<file path="src/rtl/dmi_sba_preloader_pkg.sv">
// Shared DMI register map, command words and FSM encodings for the DMI/SBA boot preloader.
package dmi_sba_preloader_pkg;

  localparam logic [6:0] DMI_DATA0     = 7'h04;
  localparam logic [6:0] DMI_DMCONTROL = 7'h10;
  localparam logic [6:0] DMI_DMSTATUS  = 7'h11;
  localparam logic [6:0] DMI_COMMAND   = 7'h17;
  localparam logic [6:0] DMI_SBCS      = 7'h38;
  localparam logic [6:0] DMI_SBADDR0   = 7'h39;
  localparam logic [6:0] DMI_SBDATA0   = 7'h3C;

  typedef enum logic [1:0] {
    DMI_NOP   = 2'd0,
    DMI_READ  = 2'd1,
    DMI_WRITE = 2'd2
  } dmi_op_e;

  typedef logic [4:0] state_e;
  localparam state_e S_IDLE  = 5'd0;
  localparam state_e S_ACT   = 5'd1;
  localparam state_e S_SBCFG = 5'd2;
  localparam state_e S_HDR   = 5'd3;
  localparam state_e S_ADDR  = 5'd4;
  localparam state_e S_DATA  = 5'd5;
  localparam state_e S_POLL  = 5'd6;
  localparam state_e S_SBOFF = 5'd7;
  localparam state_e S_PC    = 5'd8;
  localparam state_e S_HALT  = 5'd9;
  localparam state_e S_WHALT = 5'd10;
  localparam state_e S_CLR   = 5'd11;
  localparam state_e S_CMD   = 5'd12;
  localparam state_e S_RES   = 5'd13;
  localparam state_e S_CLR2  = 5'd14;
  localparam state_e S_DONE  = 5'd15;
  localparam state_e S_ERR   = 5'd16;

  localparam logic [31:0] DMCTRL_ACT    = 32'h0000_0001;
  localparam logic [31:0] DMCTRL_HALT   = 32'h8000_0001;
  localparam logic [31:0] DMCTRL_RESUME = 32'h4000_0001;
  localparam logic [31:0] SBCS_CFG      = 32'h0005_8000;
  localparam logic [31:0] SBCS_OFF      = 32'h0005_0000;
  localparam logic [31:0] CMD_WR_DPC    = 32'h0023_07B1;

  localparam int SBBUSY_BIT    = 21;
  localparam int SBBUSYERR_BIT = 22;
  localparam int SBERR_LSB     = 12;
  localparam int SBERR_MSB     = 14;
  localparam int ANYHALTED_BIT = 8;

endpackage

</file>
<file path="src/rtl/dmi_sba_preloader_txn.sv">
// Single DMI transaction engine: latches one request on i_start, holds it until accepted,
// then waits for the response and reports done/err/rdata in the response cycle.
module dmi_txn
  import dmi_sba_preloader_pkg::*;
(
  input  logic        clk_i,
  input  logic        rst_i,
  input  logic        i_start,
  input  logic [6:0]  i_addr,
  input  dmi_op_e     i_op,
  input  logic [31:0] i_data,
  output logic        o_done,
  output logic        o_err,
  output logic [31:0] o_rdata,
  output logic        o_req_valid,
  input  logic        i_req_ready,
  output logic [6:0]  o_req_addr,
  output logic [1:0]  o_req_op,
  output logic [31:0] o_req_data,
  input  logic        i_resp_valid,
  output logic        o_resp_ready,
  input  logic [31:0] i_resp_data,
  input  logic [1:0]  i_resp_resp
);

  logic        r_req, r_wait;
  logic [6:0]  r_addr;
  logic [1:0]  r_op;
  logic [31:0] r_data;

  // Fields are captured once so they stay stable while the DM stalls.
  always_ff @(posedge clk_i) begin
    if (rst_i) begin
      r_req  <= 1'b0;
      r_wait <= 1'b0;
      r_addr <= '0;
      r_op   <= '0;
      r_data <= '0;
    end else if (i_start && !r_req && !r_wait) begin
      r_req  <= 1'b1;
      r_addr <= i_addr;
      r_op   <= i_op;
      r_data <= i_data;
    end else if (r_req && i_req_ready) begin
      r_req  <= 1'b0;
      r_wait <= 1'b1;
    end else if (r_wait && i_resp_valid) begin
      r_wait <= 1'b0;
    end
  end

  assign o_req_valid  = r_req;
  assign o_req_addr   = r_addr;
  assign o_req_op     = r_op;
  assign o_req_data   = r_data;
  assign o_resp_ready = r_wait;
  assign o_done       = r_wait & i_resp_valid;
  assign o_err        = o_done & (i_resp_resp != 2'd0);
  assign o_rdata      = i_resp_data;

endmodule

</file>
<file path="src/rtl/dmi_sba_preloader.sv">
// DMI boot preloader: streams sections into SRAM via SBA, loads DPC and resumes the hart.
// Define DMI_SBA_PRELOAD_POLL_EN to poll SBCS after every SBData0 write.
module dmi_sba_preloader
  import dmi_sba_preloader_pkg::*;
#(
  parameter int POLL_MAX = 1024,
  parameter int LEN_W    = 16
) (
  input  logic             clk_i,
  input  logic             rst_i,
  input  logic             start_i,
  input  logic [31:0]      start_pc_i,
  input  logic             hdr_valid_i,
  output logic             hdr_ready_o,
  input  logic [31:0]      hdr_addr_i,
  input  logic [LEN_W-1:0] hdr_len_i,
  input  logic             hdr_last_i,
  input  logic             wdata_valid_i,
  output logic             wdata_ready_o,
  input  logic [31:0]      wdata_i,
  output logic             dmi_req_valid_o,
  input  logic             dmi_req_ready_i,
  output logic [6:0]       dmi_req_addr_o,
  output logic [1:0]       dmi_req_op_o,
  output logic [31:0]      dmi_req_data_o,
  input  logic             dmi_resp_valid_i,
  output logic             dmi_resp_ready_o,
  input  logic [31:0]      dmi_resp_data_i,
  input  logic [1:0]       dmi_resp_resp_i,
  output logic             busy_o,
  output logic             done_o,
  output logic             error_o
);

  localparam int PW = $clog2(POLL_MAX + 1) + 1;

  state_e           r_state;
  logic             r_issued, r_last;
  logic [31:0]      r_pc, r_addr;
  logic [LEN_W-1:0] r_cnt;
  logic [PW-1:0]    r_poll;

  logic        w_start, w_done, w_err, w_sb_fail, w_unused;
  logic [31:0] w_rdata, w_data;
  logic [6:0]  w_addr;
  dmi_op_e     w_op;

  assign hdr_ready_o   = (r_state == S_HDR);
  assign wdata_ready_o = (r_state == S_DATA) && !r_issued;
  assign busy_o        = !(r_state inside {S_IDLE, S_DONE, S_ERR});
  assign done_o        = (r_state == S_DONE);
  assign error_o       = (r_state == S_ERR);
  assign w_unused      = ^w_rdata;

`ifdef DMI_SBA_PRELOAD_POLL_EN
  assign w_sb_fail = |w_rdata[SBERR_MSB:SBERR_LSB];
`else
  assign w_sb_fail = (|w_rdata[SBERR_MSB:SBERR_LSB]) | w_rdata[SBBUSYERR_BIT];
`endif

  // One request per DMI state; r_issued marks it in flight until the response returns.
  always_comb begin
    w_start = 1'b0;
    w_addr  = DMI_DMCONTROL;
    w_op    = DMI_WRITE;
    w_data  = '0;
    case (r_state)
      S_ACT:   begin w_start = !r_issued; w_data = DMCTRL_ACT; end
      S_SBCFG: begin w_start = !r_issued; w_addr = DMI_SBCS; w_data = SBCS_CFG; end
      S_ADDR:  begin w_start = !r_issued; w_addr = DMI_SBADDR0; w_data = r_addr; end
      S_DATA:  begin w_start = wdata_valid_i && wdata_ready_o; w_addr = DMI_SBDATA0; w_data = wdata_i; end
      S_POLL:  begin w_start = !r_issued; w_addr = DMI_SBCS; w_op = DMI_READ; end
      S_SBOFF: begin w_start = !r_issued; w_addr = DMI_SBCS; w_data = SBCS_OFF; end
      S_PC:    begin w_start = !r_issued; w_addr = DMI_DATA0; w_data = r_pc; end
      S_HALT:  begin w_start = !r_issued; w_data = DMCTRL_HALT; end
      S_WHALT: begin w_start = !r_issued; w_addr = DMI_DMSTATUS; w_op = DMI_READ; end
      S_CLR:   begin w_start = !r_issued; w_data = DMCTRL_ACT; end
      S_CMD:   begin w_start = !r_issued; w_addr = DMI_COMMAND; w_data = CMD_WR_DPC; end
      S_RES:   begin w_start = !r_issued; w_data = DMCTRL_RESUME; end
      S_CLR2:  begin w_start = !r_issued; w_data = DMCTRL_ACT; end
      default: ;
    endcase
  end

  always_ff @(posedge clk_i) begin
    if (rst_i) begin
      r_state  <= S_IDLE;
      r_issued <= 1'b0;
      r_last   <= 1'b0;
      r_pc     <= '0;
      r_addr   <= '0;
      r_cnt    <= '0;
      r_poll   <= '0;
    end else begin
      if (w_start) r_issued <= 1'b1;
      if (w_done)  r_issued <= 1'b0;
      if (w_err) begin
        r_state <= S_ERR;
      end else begin
        case (r_state)
          S_IDLE: if (start_i) begin r_pc <= start_pc_i; r_state <= S_ACT; end
          S_ACT:   if (w_done) r_state <= S_SBCFG;
          S_SBCFG: if (w_done) r_state <= S_HDR;
          S_HDR: if (hdr_valid_i) begin
            r_addr <= hdr_addr_i;
            r_cnt  <= hdr_len_i;
            r_last <= hdr_last_i;
            if (hdr_len_i != '0) r_state <= S_ADDR;
            else if (hdr_last_i) r_state <= S_SBOFF;
          end
          S_ADDR: if (w_done) begin r_poll <= '0; r_state <= S_POLL; end
          S_DATA: if (w_done) begin
            r_cnt <= r_cnt - 1'b1;
`ifdef DMI_SBA_PRELOAD_POLL_EN
            r_poll  <= '0;
            r_state <= S_POLL;
`else
            if (r_cnt == LEN_W'(1)) begin r_poll <= '0; r_state <= S_POLL; end
`endif
          end
          // A busy read past the budget aborts; read POLL_MAX+1 is the last one.
          S_POLL: if (w_done) begin
            if (w_sb_fail) r_state <= S_ERR;
            else if (w_rdata[SBBUSY_BIT]) begin
              if (r_poll >= PW'(POLL_MAX)) r_state <= S_ERR;
              else r_poll <= r_poll + 1'b1;
            end
            else if (r_cnt != '0) r_state <= S_DATA;
            else if (r_last) r_state <= S_SBOFF;
            else r_state <= S_HDR;
          end
          S_SBOFF: if (w_done) r_state <= S_PC;
          S_PC:    if (w_done) r_state <= S_HALT;
          S_HALT:  if (w_done) begin r_poll <= '0; r_state <= S_WHALT; end
          S_WHALT: if (w_done) begin
            if (w_rdata[ANYHALTED_BIT]) r_state <= S_CLR;
            else if (r_poll >= PW'(POLL_MAX)) r_state <= S_ERR;
            else r_poll <= r_poll + 1'b1;
          end
          S_CLR:   if (w_done) r_state <= S_CMD;
          S_CMD:   if (w_done) r_state <= S_RES;
          S_RES:   if (w_done) r_state <= S_CLR2;
          S_CLR2:  if (w_done) r_state <= S_DONE;
          default: ;
        endcase
      end
    end
  end

  dmi_txn u_txn (
    .clk_i        (clk_i),
    .rst_i        (rst_i),
    .i_start      (w_start),
    .i_addr       (w_addr),
    .i_op         (w_op),
    .i_data       (w_data),
    .o_done       (w_done),
    .o_err        (w_err),
    .o_rdata      (w_rdata),
    .o_req_valid  (dmi_req_valid_o),
    .i_req_ready  (dmi_req_ready_i),
    .o_req_addr   (dmi_req_addr_o),
    .o_req_op     (dmi_req_op_o),
    .o_req_data   (dmi_req_data_o),
    .i_resp_valid (dmi_resp_valid_i),
    .o_resp_ready (dmi_resp_ready_o),
    .i_resp_data  (dmi_resp_data_i),
    .i_resp_resp  (dmi_resp_resp_i)
  );

endmodule

</file>
<file path="config.mk">
export PLATFORM = sky130hd
export DESIGN_NAME = dmi_sba_preloader
export DESIGN_NICKNAME = d
export VERILOG_FILES = /design/src/rtl/dmi_sba_preloader_pkg.sv /design/src/rtl/dmi_sba_preloader_txn.sv /design/src/rtl/dmi_sba_preloader.sv
export SDC_FILE = /design/constraint.sdc
export NUM_CORES = 1
export LEC_CHECK = 0
export BUFFER_PORTS_ARGS = -buffer_cell sky130_fd_sc_hd__buf_2
export CAP_MARGIN = 30
export CORE_ASPECT_RATIO = 0.7
export CORE_UTILIZATION = 35
export DETAILED_ROUTE_END_ITERATION = 7
export GPL_TIMING_DRIVEN = 0
export MAX_ROUTING_LAYER = met4
export SETUP_SLACK_MARGIN = 0.5
export SYNTH_ARGS = -nofsm -noshare
export SYNTH_HDL_FRONTEND = slang
export SYNTH_SLANG_ARGS = --single-unit
</file>
<file path="constraint.sdc">
create_clock -name clk_i -period 2.3 [get_ports clk_i]
set_input_delay 0 -clock clk_i [delete_from_list [all_inputs] [get_ports clk_i]]
set_output_delay 0 -clock clk_i [all_outputs]
set_load 0.005 [all_outputs]
</file>
Yosys cells after proc, flatten, opt, wreduce, memory -nomap -nowiden. Cells that the tools add are included.

Register bits: 142. Bits of input ports: 154. Logic and storage cells: 159.

$add $sub $neg: 2. $lt $le $gt $ge: 1. Eq/ne operators: 55. Mux-type cells: 47. Bitwise operators: 5. Reduce and logical (&&, ||, !) cells: 36.

Operator list (number): $pmux W32 S9 (1); $mux W5 (23); $mux W12 (9); $pmux W5 S15 (1); $pmux W12 S4 (1); $reduce_bool A16 Y1 (3); $ne A3 B1 Y1 const B (15); $eq A5 B4 Y1 const B (8); $pmux W6 S6 (1); $reduce_and A18 Y1 (2); $mux W16 (2); $pmux W16 S2 (1); $ne A2 B1 Y1 const B (15); $eq A5 B3 Y1 const B (4); $eq A16 B1 Y1 const B (1); $sub A16 B1 Y16 const B (1); $reduce_bool A15 Y1 (1); $add A12 B1 Y12 const B (1); $ge A12 B11 Y1 const B (1); $reduce_or A12 Y1 (1); $eq A5 B2 Y1 const B (2); $ne A2 B2 Y1 const B (5); $reduce_and A10 Y1 (1); $reduce_or A3 Y1 (3); 21 further kinds (43).

Depth between registers and ports, before layout. Gate-level depths: netlist of the first run.

Word-level depth: 8. Depth in mapped cells: 9.

Modules after synthesis. From an unflattened synthesis of the first run, not the netlist that was laid out.

Cell total of the unflattened synthesis: 965. Area total of the unflattened synthesis: 7663.6 um^2.

Modules (own cells, without submodules): dmi_sba_preloader (times used 1, cells each 745, area each 5452.7 um^2); dmi_txn (times used 1, cells each 220, area each 2210.9 um^2).

Least setup slack after synthesis of the first run. Ideal clock, no wire load.

Path type: flip-flop to flip-flop. From: register r_cnt[1]. To: register r_poll[8]. Data arrival time: 1973 ps. Data required time: 2228 ps. Path slack: 255 ps. Cell stages (with the launch flop): 9. Buffers on the path: 1. Path through: dfxtp_1 inv_1 ha_1 nor4b_1 nand4_1 a211o_1 buf_2 nor4_1 mux2i_1.

Longest elaborated chain between the ends: 3.

Ends and longest elaborated chain: start, declared (line dmi_sba_preloader.sv:40) `logic [LEN_W-1:0] r_cnt;`; start signal, assigned (line dmi_sba_preloader.sv:106) `r_cnt <= hdr_len_i;`; start signal, assigned (line dmi_sba_preloader.sv:113) `r_cnt <= r_cnt - 1'b1;`; $eq A16 B1 Y1 (line dmi_sba_preloader.sv:118) `if (r_cnt == LEN_W'(1)) begin r_poll <= '0; r_state <= S_POLL; end`; $ne A2 B1 Y1 (no line); $reduce_and A10 Y1 (no line); end signal, assigned (line dmi_sba_preloader.sv:126) `else r_poll <= r_poll + 1'b1;`; end signal, assigned (line dmi_sba_preloader.sv:138) `else r_poll <= r_poll + 1'b1;`; end, declared (line dmi_sba_preloader.sv:41) `logic [PW-1:0] r_poll;`.

Every way passes these cells. A chain may end at the register's enable or synchronous reset.

Worst setup path after layout of the first run.
From: register r_cnt[2]. To: register r_poll[11].

The elaborated chain is that of the path after synthesis.

==> results.yml, run 1 <==
timing:
  setup_viol: 0
  worst_pin_slew_ps: 957
  slew_violations: 0
  finalHoldViolCount: 1
  finalClockSkew_ps: 15.2
  hold_ws_ps: -6.78
  max_freq_ghz: 0.474
  rsz0062_at_grt: "yes"
  post-route-period-util_pct: 91.7
  fin_tns_setup_ps: 0
  slew_headroom_pct: 36.2
  period_minus_slack_ps: 2110
detailed_routing:
  wire_per_inst_um: 20.0
  wl_um: 30900
  routed_via_density: 5.54
  wl_met3_um: 3310
  drc: 0
  first_pass_iters: 5
  top_layer: "met4"
  num_vias: 8563
  wl_met2_um: 13600
  met1Wirelength_um: 13700
  detail-route-antenna-nets: 0
  drtIter0Drc: 814
logic_synthesis:
  ys_types: 65
  syn-cell-area_um2: 6840
  seq_area_frac_synth_pct: 41.0
  synthCells: 900
  synthArstFlopShare_pct: 0
  synthFlopType: "dfxtp_1"
  syn_nets: 1058
  synth-seq-cells: 140
  yosys_warnings: 0
  synth-edff-count: 0
  syn_avg_cell_area_um2: 7.60
worst_setup_path:
  crit_chain: "clkbuf_8 -> nor4b_4 -> nand4_1 -> buf_6 -> a211o_4 -> or4_1 -> a21oi_2"
  startpoint_type: "register"
  max_stage_delay_ps: 500
  crit_type: "reg -> reg"
  crit_path_end_kind: "register"
  worstPathMaxFanout: 5
  required_ps: 2660
  worstPathArrival_ps: 2470
  critPathSlowestCell: "or4_1"
grt:
  antenna_found_initial: 1
  grt_pass1_wl_um: 42300
  grt_max_degree: 17
  track_usage_pct: 28.3
  grt_pass1_vias: 7628
  globalRouteOverflowTotal: 0
placed_design:
  placed_cell_area_um2: 8150
  place_congestion: 0.938
  dp_hpwl_um: 19100
  io_buffer_count: 173
clocking:
  root_buffer: "clkbuf_16"
  worstSkewPairLatency_ps: 440
  cts_buffers: 17
  cts_buffer_depth: 2
  cts_sinks: 140
  cts_tree: "done"
  htreeDepth: 4
  clk_pin_slew_worst_paths_ps: 70
die:
  chipHeight_um: 119
  num_rows: 42
  die_area_um2: 20100
  ios: 202
  die_w_um: 169
  core-area_um2: 19000
  start_util_pct: 35.9
power_and_ir_drop:
  finalPower_mw: 12.5
  ir_drop_mv: 0.714
  power.density_nw_per_um2: 1070
  p_leak_nw: 4.49
flow_run:
  drv_cap: 0
finish:
  area_growth_pct: 72.1
  drive_gt1_share_pct: 35.8
  final_nets: 1426
  final_area_um2: 11800
  fillers: 1672
  final_common_cell: "nand2_1"
  layout_common_cells: "nand2_1, buf_2, dfxtp_1"
  final_util_pct: 61.9
run_status:
  violations: "hold timing"
  status: "complete, but fails checks"
hold_path:
  hp-class: "in -> reg"
## worst paths after layout
check	from	slack (ps)	end	cells past startpoint
setup / recovery	r_cnt[2]$_SDFFE_PP0P_	190	r_poll[11]$_SDFFE_PP0P_	7
hold / removal	wdata_i[30]	-7	u_txn.o_req_data[30]$_SDFFE_PP0P_	3
setup reg to reg	r_cnt[2]$_SDFFE_PP0P_	190	r_poll[11]$_SDFFE_PP0P_	7
hold reg to reg	r_pc[1]$_SDFFE_PP0P_	460	r_pc[1]$_SDFFE_PP0P_	2
## metrics by stage
| step | setup slack (ps) | std cells |
|---|---|---|
| 6_report | 191 | 1546 |
| 5_1_grt | 132 | 1546 |
| 2_1_floorplan | 409 | 900 |
| 3_5_place_dp | -425 | 1337 |
| 4_1_cts | 268 | 1505 |
| 3_3_place_gp | -391 | 1337 |
## per-layer routing
metal,GRT usage [%],vias up
met4,6.87,0
met2,41.2,445
met3,7.61,32
met1,38.7,4107
li1,-,3979
met5,-,-
## repair_timing
action / CTS / global route
hold endpoints to repair: 111 / 1
setup buffers: 23 / 25
gates resized for setup: 147 / 177
hold buffers: 111 / 1
endpoints found under the setup margin: 143 / 135
cloned: 2 / 14
pin swaps: 19 / 44
## cell usage after synthesis (all sizes together), types with 8 or more instances
library cell    n  area, µm²
and2            8       50.1
nor4           13        109
clkbuf         51        191
o21ai          45        225
or4            10       78.8
nor2b           8       50.1
nor2           64        240
dfxtp         140       2800
a311oi         20        175
a22oi          18        135
a211oi         26        195
nor3           16       80.1
nand2         192        721
nand3          16       80.1
a21oi         126        634
inv            17       63.8
buf            23        123
## registers in the layout, summed over array words and instances, names as in the netlist
name                cells
r_cnt                  16
r_issued                1
u_txn.o_req_data       32
r_last                  1
u_txn.o_resp_ready      1
u_txn.o_req_valid       1
r_poll                 12
r_pc                   32
r_state                 5
u_txn.o_req_addr        5
r_addr                 32
u_txn.o_req_op          2
## cell type report
class	count	area [µm²]	share of cell area [%]
Inverter	17	70.1	0.595
Buffer	74	687	5.84
Antenna cell	1	2.50	0.0213
Multi-Input combinational cell	670	4380	37.3
Timing Repair Buffer	348	2790	23.7
Tap cell	264	330	2.81
Clock inverter	14	229	1.95
Sequential cell	140	2840	24.1
Clock buffer	18	439	3.73
## worst max-delay path: cells and delay by family (launching register included)
kind / cells / cell delay, ps
AOI/OAI and AO/OA: 2 / 500
buffers and inverters: 2 / 310
DFF: 1 / 310
and+or+nand+nor: 3 / 890
## where the power goes
part           total (mW)  switching [mW]  internal, mW
sequential           3.31           0.371          2.94
clock                3.17            1.20          1.98
combinational        6.05            3.18          2.87
## cell families (layout without fill, tap and decap cells)
family                     count (synthesis)  in the layout  synth area share, %
and+or+nand+nor                          359            359                 23.8
AOI/OAI and AO/OA                        298            299                 27.9
DFF                                      140            140                 41.0
buffers and inverters                     91            471                 5.53
muxes                                      5              5                0.732
adders and majority gates                  4              4                0.732
xor gates and xnor gates                   2              2                0.256
other                                      1              2               0.0549
Note: power is estimated with default switching activity, not from simulation.
==> run 2, diff against run 1 <==
- CORE_UTILIZATION: 35 -> 52
- PLACE_DENSITY: not set -> 0.8
==> results.yml, run 2 <==
logic_synthesis:
  syn_avg_cell_area_um2: 7.60
  synth-edff-count: 0
  seq_area_frac_synth_pct: 41.0
  synth-seq-cells: 140
  synth.area.top_cells: "dfxtp_1, nand2_1, a21oi_1, nor2_1, o21ai_0"
  yosysTopAreaCellShare_pct: 41.0
  yosys_warnings: 0
  syn_nets: 1058
  yosysTopAreaCell: "dfxtp_1"
  synthCells: 900
  syn-cell-area_um2: 6840
  ys_types: 65
  synth_common_cells: "nand2_1, dfxtp_1, a21oi_1"
  yosysMostFrequentCell: "nand2_1"
  synthFlopType: "dfxtp_1"
  synthArstFlopShare_pct: 0
die:
  num_rows: 34
  chipHeight_um: 97.9
  ios: 202
  die_w_um: 139
  start_util_pct: 54.1
placed_design:
  place_congestion: 1.02
  pre_cts_ws_ps: -394
  io_buffer_count: 173
  dp_hpwl_um: 17600
clocking:
  cts_buffers: 17
  root_buffer: "clkbuf_16"
  cts_sinks: 140
  cts_buffer_depth: 2
  htreeDepth: 4
timing:
  worst_endpoint_kind: "register input"
  postGrtWorstEndpoint: "r_poll[1]$_SDFFE_PP0P_/D"
run_status:
  error_message: "[ERROR DPL-0038] Utilization greater than 100%, impossible to legalize"
  status: "did not finish"
  failing_step: "5_1_grt"
grt:
  grt_max_degree: 17
-- run 2: cell counts after synthesis --
Identical to the previous run, type by type.
-- run 2: per-stage QoR --
step | hold slack (ps) | instance area [µm²] | std cells
4_1_cts | 3.13 | 11100 | 1432
3_5_place_dp | 245 | 8020 | 1235
3_3_place_gp | 244 | 8020 | 1235
2_1_floorplan | 136 | 6950 | 900
-- run 2: what timing repair did --
action | 4_1_cts
gates cloned | 11
gates resized for setup | 204
hold buffers | 109
hold endpoints to repair | 109
setup endpoints to repair | 142
setup buffers | 45
pin swaps | 37
-- run 2: kinds of logic after synthesis --
family	share of synthesized area (%)
multiplexers	0.732
buffers and inverters	5.53
XOR/XNOR	0.256
AND/OR/NAND/NOR	23.8
other	0.0549
adder cells (fa/ha/maj)	0.732
flip-flops	41.0
AO/OA/AOI/OAI	27.9
==> run 3, diff against run 2 <==
- CORE_ASPECT_RATIO: 0.7 -> not set
- CORE_UTILIZATION: 52 -> 40
- MAX_ROUTING_LAYER: met4 -> not set
- PLACE_DENSITY: 0.8 -> not set
- PLACE_DENSITY_LB_ADDON: not set -> 0.15
- SETUP_SLACK_MARGIN: 0.5 -> not set
==> results.yml, run 3 (synthesis gave the netlist of run 1 again) <==
run_status:
  status: "complete, no violations"
worst_setup_path:
  critPathMostFrequentCell: "or3_1"
  max_stage_delay_ps: 450
  crit_path_end_kind: "register"
  startpoint_type: "register"
  r2r_end: "r_state[1]$_SDFFE_PP0P_"
  worstPathMaxFanout: 10
  crit_type: "reg -> reg"
  cp_top_family: "simple AND/OR/NAND/NOR gates"
  reg2reg_slack_ps: 60
  required_ps: 2650
  crit_chain: "buf_2 -> nand2_2 -> or3_1 -> or3_1 -> a311o_1 -> o21ai_0"
  rr_startpoint: "r_state[1]$_SDFFE_PP0P_"
  r2r_cells: 6
  critPathSlowestCell: "dfxtp_1"
  worstPathArrival_ps: 2580
  critical_path_buf_inv_count: 1
grt:
  grt_max_degree: 17
  grt_pass1_wl_um: 40000
  track_usage_pct: 29.4
  grt_pass1_vias: 7585
  antenna_found_initial: 0
  globalRouteOverflowTotal: 0
die:
  die_w_um: 133
  num_rows: 47
  core-area_um2: 16600
  chipHeight_um: 133
  start_util_pct: 41.1
  ios: 202
  die_area_um2: 17600
clocking:
  htreeDepth: 4
  worstSkewPairLatency_ps: 430
  cts_tree: "done"
  cts_buffer_depth: 2
  cts_buffers: 17
  root_buffer: "clkbuf_16"
  clk_pin_slew_worst_paths_ps: 70
  cts_sinks: 140
timing:
  slew_violations: 0
  worst_pin_slew_ps: 849
  period_minus_slack_ps: 2240
  slew_headroom_pct: 43.4
  finalHoldViolCount: 0
  post-route-period-util_pct: 97.3
  max_freq_ghz: 0.447
  rsz0062_at_grt: "yes"
  finalClockSkew_ps: 9.46
  setup_viol: 0
  hold_ws_ps: 10.9
power_and_ir_drop:
  p_seq_share_pct: 32.8
  power_frac_comb_pct: 36.8
  power.density_nw_per_um2: 1010
  finalPower_mw: 9.92
  ir_drop_mv: 0.671
  p_sw_share_pct: 37.3
  p_int_mw: 6.22
  p_leak_nw: 3.80
  p_clk_share_pct: 30.3
  switchingPower_mw: 3.70
finish:
  n_antenna_cell: 0
  drive_gt1_share_pct: 23.2
  regArea_um2: 2810
  fillers: 1573
  final_nets: 1359
  final_util_pct: 59.3
  area_growth_pct: 44.2
  layout_common_cells: "nand2_1, buf_2, dfxtp_1"
  multi_input_area_um2: 3760
  final_common_cell: "nand2_1"
flow_run:
  drv_cap: 0
hold_path:
  worst_hold_startpoint: "hdr_len_i[11]"
  hp-class: "in -> reg"
  hold_path_end: "r_cnt[11]$_SDFFE_PP0P_"
  min_path_cells: 4
detailed_routing:
  drtIter0Drc: 668
  wl_um: 25700
  wire_per_inst_um: 17.9
  drc: 0
  detail-route-antenna-nets: 0
  routed_via_density: 5.56
  first_pass_iters: 5
  num_vias: 7971
placed_design:
  dp_hpwl_um: 17700
  io_buffer_count: 173
  place_congestion: 0.947
==> run 3: final cells by class <==
type                       instances  area share, %
buffer                            73           3.60
tap                              220           2.79
timing repair buffer             283           19.8
inverter                          17          0.647
multi-input combinational        669           38.2
clock buffer                      18           4.35
sequential                       140           28.5
clock inverter                    14           2.12
==> run 3: layer usage <==
layer	up-vias	global-route usage, %	share of wire (%)
met1	3760	39.6	45
met2	328	46.8	45
met4	0	11.4	3.0
met5	-	0	0
li1	3831	-	-
met3	52	5.21	7.2
==> run 3: how the worst max path moves through the flow <==
stage                                 start  cells after the start                           endpoint
floorplan             r_cnt[1]$_SDFFE_PP0P_                      8             r_poll[8]$_SDFFE_PP0P_
detailed placement  r_state[1]$_SDFFE_PP0P_                      7  u_txn.o_req_data[25]$_SDFFE_PP0P_
global route        r_state[4]$_SDFFE_PP0P_                      7  u_txn.o_req_data[12]$_SDFFE_PP0P_
CTS                   r_cnt[1]$_SDFFE_PP0P_                      8             r_poll[8]$_SDFFE_PP0P_
finish              r_state[1]$_SDFFE_PP0P_                      6            r_state[1]$_SDFFE_PP0P_
global placement    r_state[1]$_SDFFE_PP0P_                      7  u_txn.o_req_data[25]$_SDFFE_PP0P_
==> run 3: power groups by stage <==
| stage | clock (mW) | sequential [mW] | combinational, mW |
|---|---|---|---|
| floorplan | 0 | 3.26 | 2.06 |
| global placement | 0 | 3.28 | 3.30 |
| detailed placement | 0 | 3.28 | 3.33 |
| CTS | 3.02 | 3.24 | 3.55 |
| global route | 3.11 | 3.31 | 3.99 |
| finish | 3.01 | 3.26 | 3.65 |
==> run 3: per-stage QoR <==
stage | cell area [µm²] | setup TNS (ps) | worst slack [ps] | std cells
floorplan | 6840 | 0 | 255 | 900
global placement | 7980 | -17650 | -330 | 1293
detailed placement | 7980 | -20370 | -395 | 1293
CTS | 9760 | 0 | 5.74 | 1432
global route | 9860 | -17.1 | -16.4 | 1434
finish | 9860 | 0 | 62.0 | 1434
==> run 3: timing repair <==
action / CTS / global route
gates resized for setup: 27 / 41
hold buffers: 106 / 0
hold endpoints to repair: 106 / 0
pin swaps: 2 / 6
endpoints found under the setup margin: 114 / 104
buffers inserted: 2 / 2
==> run 3: worst reg2reg max path, delay by kind of cell (launching register included) <==
kind,cells,cell delay (ps)
buffers and inverters,1,280
AOI/OAI and AO/OA,2,420
DFF,1,450
and+or+nand+nor,3,1020
==> run 4, diff against run 3 <==
- clock period: 2.3 -> 2.41 ns (I/O delays scaled with it)
==> results.yml, run 4 (synthesis gave the netlist of run 1 again) <==
worst_setup_path:
  crit_type: "reg -> reg"
  crit_path_end_kind: "register"
  worstPathMaxFanout: 10
  required_ps: 2740
  worstPathArrival_ps: 2660
  startpoint_type: "register"
detailed_routing:
  wl_met3_um: 1940
  top_layer: "met4"
  wire_per_inst_um: 17.9
  first_pass_iters: 5
  drtIter0Drc: 643
  wl_um: 25700
  wl_met2_um: 11700
  detail-route-antenna-nets: 0
  num_vias: 8051
  routed_via_density: 5.60
  met1Wirelength_um: 11400
  drc: 0
power_and_ir_drop:
  ir_drop_mv: 0.648
  finalPower_mw: 9.48
  p_leak_nw: 3.79
  power.density_nw_per_um2: 964
die:
  die_w_um: 133
  num_rows: 47
  start_util_pct: 41.1
  ios: 202
  chipHeight_um: 133
  core-area_um2: 16600
  die_area_um2: 17600
timing:
  post-route-period-util_pct: 96.7
  max_freq_ghz: 0.429
  setup_viol: 0
  period_minus_slack_ps: 2330
  slew_headroom_pct: 43.6
  slew_violations: 0
  finalHoldViolCount: 0
  worst_pin_slew_ps: 846
  finalClockSkew_ps: 8.87
clocking:
  root_buffer: "clkbuf_16"
  cts_tree: "done"
  worstSkewPairLatency_ps: 430
  cts_buffer_depth: 2
  cts_sinks: 140
  htreeDepth: 4
  cts_buffers: 17
  clk_pin_slew_worst_paths_ps: 70
finish:
  final_util_pct: 59.1
  final_nets: 1362
  area_growth_pct: 43.9
  n_antenna_cell: 0
  drive_gt1_share_pct: 22.5
  layout_common_cells: "buf_2, nand2_1, dfxtp_1"
flow_run:
  drv_cap: 0
grt:
  antenna_found_initial: 0
  track_usage_pct: 29.3
  grt_pass1_vias: 7566
  grt_pass1_wl_um: 39900
  grt_max_degree: 17
  globalRouteOverflowTotal: 0
run_status:
  status: "complete, no violations"
placed_design:
  dp_hpwl_um: 17700
  place_congestion: 0.947
  io_buffer_count: 173
hold_path:
  hp-class: "in -> reg"
-- run 4: layer usage --
| metal | track usage [%] | vias to the layer above |
|---|---|---|
| met5 | 0 | - |
| li1 | - | 3831 |
| met2 | 46.7 | 375 |
| met4 | 11.2 | 0 |
| met3 | 5.33 | 52 |
| met1 | 39.4 | 3793 |
-- run 4: what timing repair did --
action,4_1_cts,5_1_grt
hold endpoints to repair,106,0
cloned,0,0
pin swaps,1,2
hold buffers,106,0
gates resized for setup,16,32
endpoints found under the setup margin,98,107
buffers inserted,0,7
-- run 4: report_power, final --
| group | leakage (nW) | switching, mW | internal, mW |
|---|---|---|---|
| Clock | 0.308 | 1.11 | 1.76 |
| Combinational | 2.35 | 2.12 | 1.40 |
| Sequential | 1.14 | 0.300 | 2.81 |
-- run 4: metrics by stage --
step	setup TNS, ps	setup WS (ps)	cells	instance area (µm²)	hold WS, ps
2_1_floorplan	0	365	900	6840	136
3_3_place_gp	-6720	-220	1293	7980	244
3_5_place_dp	-9050	-285	1293	7980	247
4_1_cts	0	20.3	1430	9720	8.70
5_1_grt	-60.1	-26.7	1437	9840	42.4
6_report	0	79.8	1437	9840	5.51
-- run 4: worst paths after layout --
check | startpoint | slack [ps] | endpoint | cells after the start
worst max-delay path | r_state[1]$_SDFFE_PP0P_ | 80 | u_txn.o_req_data[22]$_SDFFE_PP0P_ | 7
worst min-delay path | hdr_len_i[11] | 6 | r_cnt[11]$_SDFFE_PP0P_ | 4
worst max register to register | r_state[1]$_SDFFE_PP0P_ | 80 | u_txn.o_req_data[22]$_SDFFE_PP0P_ | 7
worst min register to register | r_pc[2]$_SDFFE_PP0P_ | 450 | r_pc[2]$_SDFFE_PP0P_ | 2
-- run 4: area by class of cell --
cell class	count	area (µm²)
well taps	220	275
inverters	17	63.8
multi-input cells	669	3740
flip-flops and latches	140	2810
clock buffers	18	429
repair buffers	286	1980
plain buffers	73	337
clock inverters	14	209
fillers	1577	6810
-- run 4: critical path, stage by stage, from the launching register on --
cell and delay (ps):
dfxtp_1 370, buf_2 220, or2_4 290, nor2_1 280
clkbuf_2 360, buf_2 360, nand2_1 90, a311oi_1 270
